`config.mk`:
```
export PLATFORM = sky130hd
export DESIGN_NAME = uart_ch340_rx_core
export DESIGN_NICKNAME = d
export VERILOG_FILES = /design/src/rtl/uart_ch340_rx_core.sv
export SDC_FILE = /design/constraint.sdc
export NUM_CORES = 1
export LEC_CHECK = 0
export CORE_ASPECT_RATIO = 2
export CORE_MARGIN = 2
export CORE_UTILIZATION = 62
export CTS_CLUSTER_DIAMETER = 120
export DETAILED_ROUTE_END_ITERATION = 8
export PLACE_DENSITY_LB_ADDON = 0.05
export RECOVER_POWER = 25
export SLEW_MARGIN = 15
export SYNTH_ARGS = -nofsm -noshare
export SYNTH_HDL_FRONTEND = slang
export SYNTH_SLANG_ARGS = --single-unit
```
`constraint.sdc`:
```
create_clock -name sclk -period 5.45 [get_ports sclk]
set_input_delay 0.8175 -clock sclk [delete_from_list [all_inputs] [get_ports sclk]]
set_output_delay 0.8175 -clock sclk [all_outputs]
set_load 0.05 [all_outputs]
```
`src/rtl/uart_ch340_rx_core.sv`:
```
// UART receiver for the CH340 TX line: 2-FF synchroniser, 3-sample majority vote per bit,
// optional parity, and a valid/ready holding register with framing/parity/overrun pulses.
//
// state  | meaning
// IDLE   | line idle, waiting for a falling edge
// START  | validating the start bit (majority 1 = glitch)
// DATA   | shifting in 8 data bits, LSB first
// PARITY | checking the parity bit
// STOP   | deciding the stop bit at mid-bit
// BREAK  | line held low after a framing error, wait for high
module uart_ch340_rx_core #(
  parameter int CLK_FREQ = 50_000_000,
  parameter int BAUD     = 115200,
  parameter int PARITY   = 0
) (
  input  logic       sclk,
  input  logic       nrst,
  input  logic       rx,
  input  logic       rx_ready,
  output logic [7:0] rx_data,
  output logic       rx_valid,
  output logic       frame_err,
  output logic       parity_err,
  output logic       overrun,
  output logic       busy
);

  localparam int CLKS_PER_BIT = (CLK_FREQ + BAUD / 2) / BAUD;
  localparam int HALF         = CLKS_PER_BIT / 2;
  localparam int CW           = $clog2(CLKS_PER_BIT);

  localparam logic [CW-1:0] CNT_LAST = CW'(CLKS_PER_BIT - 1);
  localparam logic [CW-1:0] SMP_A    = CW'(HALF - 1);
  localparam logic [CW-1:0] SMP_B    = CW'(HALF);
  localparam logic [CW-1:0] SMP_C    = CW'(HALF + 1);

  typedef enum logic [2:0] {
    S_IDLE, S_START, S_DATA, S_PARITY, S_STOP, S_BREAK
  } state_t;

  state_t        state, state_nxt;
  logic          rx_meta, rx_s, rx_s_d1;
  logic [CW-1:0] cnt;
  logic [2:0]    bit_idx;
  logic [7:0]    shreg;
  logic          smp_a, smp_b;
  logic          par_bad;
  logic          fall, maj, decide, bit_end, par_exp;
  logic          stop_ok, stop_perr, stop_ferr;

  always_ff @(posedge sclk or negedge nrst) begin
    if (!nrst) begin
      rx_meta <= 1'b1;
      rx_s    <= 1'b1;
      rx_s_d1 <= 1'b1;
    end else begin
      rx_meta <= rx;
      rx_s    <= rx_meta;
      rx_s_d1 <= rx_s;
    end
  end

  assign fall    = rx_s_d1 & ~rx_s;
  assign maj     = (smp_a & smp_b) | (smp_a & rx_s) | (smp_b & rx_s);
  assign decide  = (cnt == SMP_C);
  assign bit_end = (cnt == CNT_LAST);
  // Expected parity bit: even = XOR of data, odd = its inverse.
  assign par_exp = (^shreg) ^ (PARITY == 1);

  always_ff @(posedge sclk or negedge nrst) begin
    if (!nrst) state <= S_IDLE;
    else       state <= state_nxt;
  end

  always_comb begin
    state_nxt = state;
    case (state)
      S_IDLE:   if (fall) state_nxt = S_START;
      S_START: begin
        if (decide && maj) state_nxt = S_IDLE;
        else if (bit_end)  state_nxt = S_DATA;
      end
      S_DATA:   if (bit_end && bit_idx == 3'd7) state_nxt = (PARITY != 0) ? S_PARITY : S_STOP;
      S_PARITY: if (bit_end) state_nxt = S_STOP;
      S_STOP:   if (decide) state_nxt = maj ? S_IDLE : S_BREAK;
      S_BREAK:  if (rx_s) state_nxt = S_IDLE;
      default:  state_nxt = S_IDLE;
    endcase
  end

  always_comb begin
    busy      = (state != S_IDLE);
    stop_ok   = (state == S_STOP) && decide && maj && !par_bad;
    stop_perr = (state == S_STOP) && decide && maj && par_bad;
    stop_ferr = (state == S_STOP) && decide && !maj;
  end

  always_ff @(posedge sclk or negedge nrst) begin
    if (!nrst) begin
      cnt     <= '0;
      smp_a   <= 1'b1;
      smp_b   <= 1'b1;
      bit_idx <= 3'd0;
      shreg   <= 8'h00;
      par_bad <= 1'b0;
    end else begin
      if (state == S_IDLE || state == S_BREAK || bit_end) cnt <= '0;
      else                                                cnt <= cnt + 1'b1;
      if (cnt == SMP_A) smp_a <= rx_s;
      if (cnt == SMP_B) smp_b <= rx_s;
      if (state == S_START)                bit_idx <= 3'd0;
      else if (state == S_DATA && bit_end) bit_idx <= bit_idx + 3'd1;
      if (state == S_DATA && decide) shreg[bit_idx] <= maj;
      if (state == S_START)                  par_bad <= 1'b0;
      else if (state == S_PARITY && decide) par_bad <= maj ^ par_exp;
    end
  end

  // A byte arriving while the previous one is still unclaimed is dropped, not overwritten.
  always_ff @(posedge sclk or negedge nrst) begin
    if (!nrst) begin
      rx_data    <= 8'h00;
      rx_valid   <= 1'b0;
      frame_err  <= 1'b0;
      parity_err <= 1'b0;
      overrun    <= 1'b0;
    end else begin
      frame_err  <= stop_ferr;
      parity_err <= stop_perr;
      overrun    <= stop_ok && rx_valid && !rx_ready;
      if (stop_ok && (!rx_valid || rx_ready)) begin
        rx_data  <= shreg;
        rx_valid <= 1'b1;
      end else if (rx_valid && rx_ready) begin
        rx_valid <= 1'b0;
      end
    end
  end

endmodule

```
==> reports/summary.txt <==
====================================================================================================
Fin nets                                                                                         203
Setup violation total in the final timing report                                                   0
Die ar.                                                                                     3900 um2
Cell variety after synth                                                                          52
Hold Path Class                                                                           reg -> reg
RSZ-0062 raised after global routing                                                           false
Num CTS Buffers                                                                                    5
Max H-tree Level                                                                                   2
Largest net degree at the start of global routing                                                 42
Final Util                                                                                    71.29%
Setup crit start kind                                                                           flop
Post-synthesis cell area                                                                    2102 um2
Final period demand of the worst path                                                        2770 ps
Maximum buffer depth of the clock tree                                                             2
Setup TNS                                                                                       0 ps
Count of pins on the block boundary                                                               17
Post-CTS Setup Inserts                                                                             0
Fraction of layout cells with a size suffix above 1                                           18.56%
Number of flip-flops and latches in the synthesized netlist                                       41
Via count of the first global-routing pass                                                      1278
FF-to-FF path depth                                                                                5
Maximum clock frequency                                                                   0.3610 GHz
Cell depth of the worst min-delay path                                                             0
Static leakage                                                                           0.001013 uW
Total number of vias                                                                            1339
Part of the Yosys area used for sequential elements                                           49.11%
Source of the worst register-to-register timing path                                    bit_idx[0]$_DFFE_PN0P_
Syn Area/Cell                                                                              11.88 um2
Top cells by area in the synthesized netlist                                            sky130_fd_sc_hd__dfrtp_1, sky130_fd_sc_hd__dfstp_2, sky130_fd_sc_hd__mux2_4
Count of input and output buffers                                                                 16
CTS tree                                                                                       built
Net count after synthesis                                                                        187
Worst clock skew on the final layout                                                        13.13 ps
CTS Hold Bufs                                                                                      0
Data arrival, critical path                                                                  1950 ps
Fraction of the cycle the final worst path needs                                              50.83%
Worst ir drop on vdd                                                                     0.0002840 V
DRC errors left                                                                                    0
Chip Height                                                                                 86.35 um
Floorplan die width                                                                         45.17 um
Wire length of the first global-routing pass                                                5.996 mm
Number of placement rows                                                                          30
Warnings, synthesis                                                                                0
Sinks on Clock Net                                                                                41
Initial antenna violation count                                                                    0
Clk root buf                                                                            sky130_fd_sc_hd__clkbuf_8
Number of iterations in the first detailed-routing pass                                            4
Initial core utilization                                                                      63.64%
Critical path class                                                                       reg -> out
Hold violation total from the final report                                                         0
WHS Endpoint                                                                            rx_s$_DFF_PN1_
Post-detailed-routing wire length                                                           3.637 mm
Measured slew at the worst slew-check pin                                                    2060 ps
Cells after synthesis                                                                            177
Required time worst endpoint                                                                 4630 ps
Start point of the worst hold path                                                      rx_meta$_DFF_PN1_
Cell area power density                                                                 305.6 nW/um2
Worst reg-to-reg setup slack                                                                 3310 ps
Area growth syn-to-layout                                                                     12.02%
Final global-route overflow total                                                                  0
Final Slew Violations                                                                             42
Share of the synthesized area in the top cell type                                            42.86%
Post-cts repair resize count                                                                       0
Count of maximum capacitance violations                                                            1
HPWL after DPL                                                                              2.592 mm
Diodes inserted                                                                                    0
Fraction of registers with async set/reset                                                    100.0%
Top_reg_cell synth                                                                      sky130_fd_sc_hd__dfrtp_1
Area inside the core boundary                                                               3303 um2
Final RePlAce weighted congestion                                                             0.8414
First-iteration detailed-routing DRC count                                                        46
Residual antenna-violating net count after detailed routing                                        0
Capture instance of the worst register-to-register path                                 state[0]$_DFFE_PN0P_
Average wire per standard cell                                                              16.09 um
Relative slew slack                                                                          -37.34%
Result of the run                                                                       finished, violations left
Clock-pin slew reported for the worst setup and hold paths after clock tree synthesis          80 ps
Overall track demand over capacity in global routing                                          21.17%
Crit path max fanout                                                                              13
Violations in the final reports                                                         capacitance limit, slew limit
Category of the worst setup path capture point                                          primary output
Leading area contributor after synthesis                                                sky130_fd_sc_hd__dfrtp_1
EDFF count, synth                                                                                  0
Skew-Pair Late Insertion Delay                                                                300 ps
Detailed-route vias per instance                                                               5.925
====================================================================================================
==> power breakdown <==
| part | internal, uW | leakage (uW) | switching, uW |
|---|---|---|---|
| sequential | 329 | 0.000542 | 37.7 |
| combinational | 45.1 | 0.000413 | 57.6 |
| clock | 149 | 0.0000585 | 101 |
==> metal layers <==
metal  track usage (%)  routed length (um)  up-vias
met5                 0                   0        -
met4             11.50                 113        0
met3             4.375                 149        9
met2             31.69                1801       35
met1             28.00                1572      627
li1                  -                   -      668
==> critical path, stage by stage (launching register included) <==
cell,delay (ps)
sky130_fd_sc_hd__dfrtp_1,500
sky130_fd_sc_hd__or3_1,440
sky130_fd_sc_hd__clkdlybuf4s50_1,710
==> per-stage QoR <==
| stage | total power [uW] | cell area [um2] | hold WS, ps | instances | setup WS [ps] |
|---|---|---|---|---|---|
| 2_1_floorplan | 441.9 | 2102 | 345.2 | 177 | 3492 |
| 3_3_place_gp | 470.8 | 2240 | 350.0 | 218 | 3033 |
| 3_5_place_dp | 476.4 | 2240 | 349.1 | 218 | 3007 |
| 4_1_cts | 727.6 | 2356 | 359.2 | 226 | 2680 |
| 5_1_grt | 761.0 | 2355 | 365.8 | 226 | 2618 |
| 6_report | 719.6 | 2355 | 362.5 | 226 | 2680 |
==> cells in the mapped netlist (2+ instances only) <==
cell type / instances
sky130_fd_sc_hd__dfrtp_1: 36
sky130_fd_sc_hd__nor2_1: 16
sky130_fd_sc_hd__xnor2_1: 11
sky130_fd_sc_hd__mux2_2: 10
sky130_fd_sc_hd__nor3_1: 10
sky130_fd_sc_hd__nand3_1: 9
sky130_fd_sc_hd__mux2_4: 8
sky130_fd_sc_hd__ha_1: 6
sky130_fd_sc_hd__inv_1: 6
sky130_fd_sc_hd__dfstp_2: 5
sky130_fd_sc_hd__nand2_1: 5
sky130_fd_sc_hd__nor4_1: 4
sky130_fd_sc_hd__clkbuf_1: 3
sky130_fd_sc_hd__nand2b_1: 3
sky130_fd_sc_hd__o2bb2ai_1: 3
sky130_fd_sc_hd__xor2_1: 3
sky130_fd_sc_hd__a22oi_1: 2
sky130_fd_sc_hd__nand4_1: 2
sky130_fd_sc_hd__nor3b_1: 2
==> cell families after synthesis <==
logic type | count (synthesis) | synth area share (%)
and+or+nand+nor | 64 | 17.62
DFF | 41 | 49.11
xor gates and xnor gates | 15 | 6.905
AOI/OAI and AO/OA | 18 | 6.965
adders and majority gates | 7 | 4.048
buffers and inverters | 13 | 3.809
muxes | 19 | 11.55
==> placed cells by master, fill, tap and decap left out, types with 2 or more instances in the layout <==
master / synthesis / final
sky130_fd_sc_hd__clkdlybuf4s50_1: 0 / 14
sky130_fd_sc_hd__nand2_1: 5 / 5
sky130_fd_sc_hd__clkbuf_8: 0 / 6
sky130_fd_sc_hd__nor3_1: 10 / 10
sky130_fd_sc_hd__nor2_1: 16 / 16
sky130_fd_sc_hd__ha_1: 6 / 6
sky130_fd_sc_hd__nor3b_1: 2 / 2
sky130_fd_sc_hd__dfstp_2: 5 / 4
sky130_fd_sc_hd__nand4_1: 2 / 2
sky130_fd_sc_hd__nand3_1: 9 / 9
sky130_fd_sc_hd__inv_1: 6 / 6
sky130_fd_sc_hd__xor2_1: 3 / 3
sky130_fd_sc_hd__dfrtp_1: 36 / 36
sky130_fd_sc_hd__nor4_1: 4 / 4
sky130_fd_sc_hd__nand2b_1: 3 / 3
sky130_fd_sc_hd__a22oi_1: 2 / 2
sky130_fd_sc_hd__clkbuf_1: 3 / 2
sky130_fd_sc_hd__xnor2_1: 11 / 11
sky130_fd_sc_hd__mux2_2: 10 / 10
sky130_fd_sc_hd__mux2_4: 8 / 8
sky130_fd_sc_hd__o2bb2ai_1: 3 / 3
==> worst max-delay path by stage <==
stage | startpoint | endpoint | slack, ps | cells past startpoint
3_5_place_dp | state[2]$_DFFE_PN0P_ | busy | 3010 | 2
4_1_cts | state[1]$_DFFE_PN0P_ | busy | 2680 | 2
3_3_place_gp | state[2]$_DFFE_PN0P_ | busy | 3030 | 2
6_report | state[2]$_DFFE_PN0P_ | busy | 2680 | 2
2_1_floorplan | state[2]$_DFFE_PN0P_ | busy | 3490 | 2
5_1_grt | state[1]$_DFFE_PN0P_ | busy | 2620 | 2
==> cell type report <==
type                            instances  area [um2]
Inverter                                6       22.52
Sequential cell                        41        1032
Tap cell                               32       40.04
Timing Repair Buffer                   16       153.9
Fill cell                             243       948.4
Clock buffer                            7       86.33
Clock inverter                          1       30.03
Multi-Input combinational cell        123       989.7
==> flip-flops by register name, summed over array words and instances, names as in the netlist <==
register and flops:
bit_idx 3, cnt 9, frame_err 1, overrun 1
par_bad 1, parity_err 1, rx_data 8, rx_meta 1
rx_s 1, rx_s_d1 1, rx_valid 1, shreg 8
smp_a 1, smp_b 1, state 3
Power figures use the tool's default switching activity.
